`config.mk`:
```
export PLATFORM = sky130hd
export DESIGN_NAME = modexp_controller
export DESIGN_NICKNAME = d
export VERILOG_FILES = /design/src/rtl/modexp_controller.sv
export SDC_FILE = /design/constraint.sdc
export NUM_CORES = 1
export LEC_CHECK = 0
export ABC_AREA = 0
export CORE_ASPECT_RATIO = 0.7
export CORE_UTILIZATION = 52
export CTS_BUF_LIST = sky130_fd_sc_hd__clkbuf_8
export CTS_CLUSTER_DIAMETER = 100
export DETAILED_ROUTE_END_ITERATION = 10
export GPL_ROUTABILITY_DRIVEN = 0
export GPL_TIMING_DRIVEN = 0
export PLACE_DENSITY = 0.9
export RECOVER_POWER = 25
export SYNTH_ARGS = -nofsm -noshare
export SYNTH_HDL_FRONTEND = slang
export SYNTH_SLANG_ARGS = --single-unit
export TNS_END_PERCENT = 5
```
`constraint.sdc`:
```
create_clock -name clk -period 3 [get_ports clk]
set_input_delay 0.45 -clock clk [delete_from_list [all_inputs] [get_ports clk]]
set_output_delay 0.45 -clock clk [all_outputs]
set_load 0.005 [all_outputs]
```
`src/rtl/modexp_controller.sv`:
```
// Modular exponentiation sequencer (right-to-left square-and-multiply).
// All arithmetic is delegated to an external modular multiplier via a four-phase handshake.
module modexp_controller #(
  parameter int WIDTH = 32
) (
  input  logic             clk,
  input  logic             reset_n,
  input  logic             modexp_start,
  input  logic [WIDTH-1:0] base,
  input  logic [WIDTH-1:0] exponent,
  input  logic [WIDTH-1:0] modulus,
  output logic             modexp_done,
  output logic             modexp_error,
  output logic [WIDTH-1:0] result,
  output logic             mm_ready,
  output logic [WIDTH-1:0] mm_a,
  output logic [WIDTH-1:0] mm_b,
  output logic [WIDTH-1:0] mm_n,
  input  logic             mm_done,
  input  logic [WIDTH-1:0] mm_result,
  output logic [2:0]       dbg_state_o
);

  // mm handshake: mm_ready rises with mm_a/mm_b/mm_n and holds them constant until
  // mm_done is seen high; mm_ready then falls, and no new request is raised until
  // mm_done has been observed low again.
  typedef enum logic [2:0] {
    IDLE    = 3'd0,
    CHECK   = 3'd1,
    MUL_REQ = 3'd2,
    MUL_REL = 3'd3,
    SQR_REQ = 3'd4,
    SQR_REL = 3'd5,
    DONE    = 3'd6
  } state_t;

  state_t           state_q;
  logic [WIDTH-1:0] acc_q, b_q, e_q, n_q;
  logic [WIDTH-1:0] result_q, mm_a_q, mm_b_q, mm_n_q;
  logic             done_q, error_q, mm_ready_q;

  always_ff @(posedge clk or negedge reset_n) begin
    if (!reset_n) begin
      state_q    <= IDLE;
      acc_q      <= '0;
      b_q        <= '0;
      e_q        <= '0;
      n_q        <= '0;
      result_q   <= '0;
      mm_a_q     <= '0;
      mm_b_q     <= '0;
      mm_n_q     <= '0;
      done_q     <= 1'b0;
      error_q    <= 1'b0;
      mm_ready_q <= 1'b0;
    end else begin
      case (state_q)
        IDLE: begin
          if (modexp_start) begin
            b_q     <= base;
            e_q     <= exponent;
            n_q     <= modulus;
            acc_q   <= WIDTH'(1);
            state_q <= CHECK;
          end
        end
        CHECK: begin
          if (n_q == '0) begin
            error_q  <= 1'b1;
            result_q <= '0;
            state_q  <= DONE;
          end else if (e_q == '0) begin
            result_q <= (n_q == WIDTH'(1)) ? '0 : WIDTH'(1);
            state_q  <= DONE;
          end else if (!mm_done) begin
            // A stale mm_done (e.g. left over from a reset) holds us here.
            mm_ready_q <= 1'b1;
            mm_n_q     <= n_q;
            if (e_q[0]) begin
              mm_a_q  <= acc_q;
              mm_b_q  <= b_q;
              state_q <= MUL_REQ;
            end else begin
              mm_a_q  <= b_q;
              mm_b_q  <= b_q;
              state_q <= SQR_REQ;
            end
          end
        end
        MUL_REQ: begin
          if (mm_done) begin
            acc_q      <= mm_result;
            mm_ready_q <= 1'b0;
            state_q    <= MUL_REL;
          end
        end
        MUL_REL: begin
          if (!mm_done) begin
            // The squaring after the top exponent bit would be wasted work.
            if ((e_q >> 1) == '0) begin
              result_q <= acc_q;
              state_q  <= DONE;
            end else begin
              mm_ready_q <= 1'b1;
              mm_a_q     <= b_q;
              mm_b_q     <= b_q;
              mm_n_q     <= n_q;
              state_q    <= SQR_REQ;
            end
          end
        end
        SQR_REQ: begin
          if (mm_done) begin
            b_q        <= mm_result;
            mm_ready_q <= 1'b0;
            state_q    <= SQR_REL;
          end
        end
        SQR_REL: begin
          if (!mm_done) begin
            e_q        <= e_q >> 1;
            mm_ready_q <= 1'b1;
            mm_n_q     <= n_q;
            if (e_q[1]) begin
              mm_a_q  <= acc_q;
              mm_b_q  <= b_q;
              state_q <= MUL_REQ;
            end else begin
              mm_a_q  <= b_q;
              mm_b_q  <= b_q;
              state_q <= SQR_REQ;
            end
          end
        end
        DONE: begin
          if (!done_q) begin
            done_q <= 1'b1;
          end else if (!modexp_start) begin
            done_q  <= 1'b0;
            error_q <= 1'b0;
            state_q <= IDLE;
          end
        end
        default: state_q <= IDLE;
      endcase
    end
  end

  assign modexp_done  = done_q;
  assign modexp_error = error_q;
  assign result       = result_q;
  assign mm_ready     = mm_ready_q;
  assign mm_a         = mm_a_q;
  assign mm_b         = mm_b_q;
  assign mm_n         = mm_n_q;
  assign dbg_state_o  = state_q;

endmodule
```
After elaboration in Yosys (flattened, before gate mapping)
Cells that the tools add are included.
{ "op_classes": {"addsub": 0, "mul": 0, "div": 0, "magnitude_cmp": 0, "eq_ne": 23, "n_shift": 0, "n_mux": 60, "n_bitwise": 0, "n_reduce_logical": 22} }
{ "op_table": {"columns": ["op", "n"], "rows": [
  ["32-bit 2-to-1 mux", 25],
  ["32-bit case mux with 3 select lines", 3],
  ["32-bit case mux with 2 select lines", 4],
  ["32-bit logical NOT", 3],
  ["3-bit 2-to-1 mux", 12],
  ["32-bit by 1-bit equality test with 1-bit output, second input constant", 1],
  ["2-bit inequality test, second input constant", 13],
  ["3-bit case mux with 7 select lines", 1],
  ["1-bit 2-to-1 mux", 12],
  ["2-bit nonzero test", 5],
  ["3-bit equality test, second input constant", 3],
  ["3-bit AND reduction", 3],
  ["4-bit AND reduction", 2],
  ["8-bit AND reduction", 1],
  ["7-bit AND reduction", 1],
  ["3-bit by 2-bit equality test with 1-bit output, second input constant", 2],
  ["6-bit AND reduction", 1],
  ["5-bit AND reduction", 1],
  ["4-bit inequality test, second input constant", 1],
  ["1-bit case mux with 4 select lines", 1],
  ["4-bit nonzero test", 1],
  ["3-bit by 1-bit equality test with 1-bit output, second input constant", 1],
  ["3-bit logical NOT", 1],
  ["3-bit inequality test, second input constant", 1],
  ["other kinds (6)", 6]
]} }
{ "totals": {"ff_bits": 262, "latch_bits": 0, "mem_bits_rw": 0, "romBits": 0, "out_inout_bits": 134, "word_cells": 117, "n_memories": 0} }

Depth between registers and ports, before layout
Gate-level depths: netlist of the first run.
{ "logic_depth": {"depth_word": 5, "depth_mapped": 8, "depth_no_buf": 6} }

Worst setup path before layout of the first run
No wires, ideal clock.
{ "synth_path": {"kind": "reg2reg", "start": "reg state_q[1], in the netlist dbg_state_o[1]", "end": "reg mm_a_q[10], in the netlist mm_a[10]", "arrival_ns": 2.043, "path_slack_ns": 0.830, "path_stages_with_launch": 8, "cell_sequence": "dfrtp_1 buf_2 and2b_1 nand2_1 a31oi_2 buf_2 mux2_2 mux2_1"} }
{ "synth_between": {"elab_chain_len": 3, "elab_cells_between_ends": 12, "cone_classes": "eq/ne (9); mux (1); reduce/logical (2)"} }
{ "synth_rtl": {"columns": ["item", "line", "text"], "rows": [
  ["from (decl)", "37", "state_t state_q;"],
  ["from (signal assigned)", "44", "state_q <= IDLE;"],
  ["from (signal assigned)", "64", "state_q <= CHECK;"],
  ["from (signal assigned)", "71", "state_q <= DONE;"],
  ["3-bit by 1-bit equality test with 1-bit output (tied with other cells)", "57", "case (state_q)"],
  ["2-bit inequality test (no line) or 3-bit nonzero test (tied branches)", null, null],
  ["7-bit AND reduction (no line)", null, null],
  ["to (signal assigned)", "80", "mm_a_q <= acc_q;"],
  ["to (signal assigned)", "84", "mm_a_q <= b_q;"],
  ["to (signal assigned)", "105", "mm_a_q <= b_q;"],
  ["to (decl)", "39", "logic [WIDTH-1:0] result_q, mm_a_q, mm_b_q, mm_n_q;"]
]} }
Several ways; a longest one is shown, not always the timed one.
A chain may end at the register's enable or synchronous reset.

Final worst setup path of the first run
{ "layout_path": {"start": "reg state_q[1], in the netlist dbg_state_o[1]", "end": "reg mm_a_q[26], in the netlist mm_a[26]"} }
The elaborated chain is that of the path after synthesis.

==> flow_summary.toml, run 1 <==
[yosys]
synth_fa_ha_area_share_pct = 0
synthSimpleGateAreaFrac_pct = 9.20
yosysWarnings = 0
seq_area_frac_synth_pct = 58.6
synth_top_family_by_area = "multiplexers"
synth_edf_count = 0
synth_top_area_share_pct = 58.6
synth-xor-area-share_pct = 0
syn-cell-area_sq_um = 11200
syn_inst = 947
ys_ff_latch = 262
synth_common_cells = "dfrtp_1 (262), nand2_1 (194), o21ai_0 (131)"
syn_area_per_cell_sq_um = 11.8
synth_flop_cell = "dfrtp_1"
yosysUniqueCellTypes = 40
synth.area.mux_share_pct = 21.9
yosys.cell_count.top_type = "dfrtp_1"
syn-num-nets = 1079
synth_compound_area_share_pct = 7.19
synth.largest_area_cell = "dfrtp_1"
async_reset_ff_share_pct = 100
yosys-top-cells-area = "dfrtp_1 (59%), mux2_2 (12%), nand2_1 (6.5%)"

[finish]
final_nets = 1388
final_util_pct = 71.9
n_antenna_cell = 0
drive_gt1_share_pct = 16.7
nFillCells = 1459
finalNonFillerCells = 1558
syn_to_final_growth_pct = 34.5

[floorplan]
die_y_microns = 125
coreArea_sq_um = 20900
die_x_microns = 177
start_util_pct = 53.5
rows = 44
dieArea_sq_um = 22100
num_io_pins = 266

[global_routing]
gr-total-overflow = 0
grt_max_degree = 125
grt_pass1_wl_microns = 49100
first_global_vias = 8961
grt_util_all_layers_pct = 28.8
antenna_found_initial = 1

[timing]
rsz0062_at_grt = "true"
worst_pin_slew_ns = 1.26
relSlewSlack_pct = 15.8
setup_viol = 0
finalHoldWorstSlack_ns = 0.474
finalMaxSlewViolations = 0
min_period_over_period_pct = 93.0
clock.fmax_ghz = 0.358
hold_viol = 0
finalClockSkew_ns = 0.0267
timing.final.crit_period_ns = 2.79

[drt]
ant_nets = 0
viasPerCell = 5.62
post_drt_wl_per_cell_microns = 19.9
vias = 8759
drc = 0
dr.pass1.iters = 5
routed_wl_microns = 31100
first_iter_violations = 527

[worst_setup_path]
cp.required_ns = 3.39
crit_arrival_ns = 3.18
endpoint_kind = "flip-flop"
cp-start-kind = "flip-flop"
path_max_fanout = 10
crit_type = "reg -> reg"

[min_path]
hp-class = "reg -> reg"

[place]
numPortBuffers = 264
dp_cells = 1489
hpwl_microns = 22100

[power_and_ir_drop]
p_per_area_nw_per_um2 = 996
power_mw = 15.0
leakage_nw = 6.63
max-vdd-ir-drop_mv = 0.451

[clock_tree]
clock_latency_ns = 0.53
numCtsBuffers = 40
cts.path.max_buffers = 3
root_buffer = "clkbuf_8"
path_clk_slew_ns = 0.06
cts.sinks = 262
cts_tree = "yes"
htree_levels = 2

[job]
maxCapViolations = 0

[status]
outcome = "complete, no violations"
## cell usage in the layout, fill, tap and decap left out, drive strengths merged, types with 3 or more instances in the layout
cell type / count
clkinv: 9
nor2: 6
clkdlybuf4s50: 263
nor4: 16
o21ai: 133
nor3: 7
a21oi: 11
nand2: 194
clkbuf: 87
inv: 9
nand4: 5
dfrtp: 262
mux2: 162
mux2i: 63
nand3: 3
buf: 27
nand2b: 3
## logic make-up (layout without fill, tap and decap cells)
kind of cell,after synthesis,after routing
mux,225,225
buf+inv,63,398
flops,262,262
compound gates,154,154
simple gates,243,243
## area by class of cell
cell class	instances	area [sq um]	area share, %
repair buffers	267	2670	17.7
well taps	276	345	2.29
clock buffers	52	716	4.76
multi-input cells	622	4300	28.6
flip-flops and latches	262	6560	43.6
plain buffers	59	325	2.16
inverters	4	15.0	0.0998
clock inverters	16	124	0.823
## critical path, stage by stage (launching register included)
cell and delay [ns]:
dfrtp_1 0.34, buf_2 0.21, nor2b_1 0.34, nand2_1 0.18, a31oi_2 0.50, buf_2 0.39, mux2_2 0.38, mux2_1 0.29
## registers in the layout (all words and copies together), names as in the netlist, 3 cells and up
register / cells
b_q: 32
dbg_state_o: 3
acc_q: 32
e_q: 32
result: 32
mm_b: 32
mm_n: 32
mm_a: 32
n_q: 32
## stage by stage
step	setup slack (ns)	cell area [sq um]	setup TNS, ns
after floorplan	0.830	11200	0
after global placement	-9.46	14200	-2471.62
after detailed placement	0.0570	14200	0
after CTS	0.172	15100	0
after global routing	-0.00616	15000	-0.00616
final	0.210	15000	0
## what timing repair did
item	4_1_cts	5_1_grt
buffers inserted	0	0
endpoints found under the hold margin	21	0
endpoints found under the setup margin	0	8
gates resized for setup	0	2
hold buffers	1	0
## metal layers
metal  part of all wire, %  GRT usage [%]
met5                 0.042              0
met4                   2.3           8.70
met3                   8.9           7.60
met2                    46           44.6
met1                    43           39.9
## worst paths after layout
check	startpoint	to	slack, ns	cells past startpoint
setup reg to reg	dbg_state_o[1]$_DFFE_PN0P_	mm_a[26]$_DFFE_PN0P_	0.21	7
hold / removal	result[31]$_DFFE_PN0P_	result[31]$_DFFE_PN0P_	0.47	2
hold reg to reg	result[31]$_DFFE_PN0P_	result[31]$_DFFE_PN0P_	0.47	2
min in group asynchronous	reset_n	mm_b[17]$_DFFE_PN0P_	0.73	2
max in group asynchronous	reset_n	e_q[12]$_DFFE_PN0P_	0.51	3
setup / recovery	dbg_state_o[1]$_DFFE_PN0P_	mm_a[26]$_DFFE_PN0P_	0.21	7
## where the power goes
| group | internal [mW] | switching (mW) | total [mW] |
|---|---|---|---|
| clock | 1.72 | 1.36 | 3.09 |
| sequential | 5.07 | 1.11 | 6.18 |
| combinational | 3.12 | 2.60 | 5.72 |
| total | 9.91 | 5.07 | 15.0 |
(Power assumes the default switching activity.)
==> run 2: changes to the inputs <==
- TNS_END_PERCENT: 5 -> 30
==> results of run 2 <==
Same layout as run 1: the final DEF is identical, and so are final timing and power.
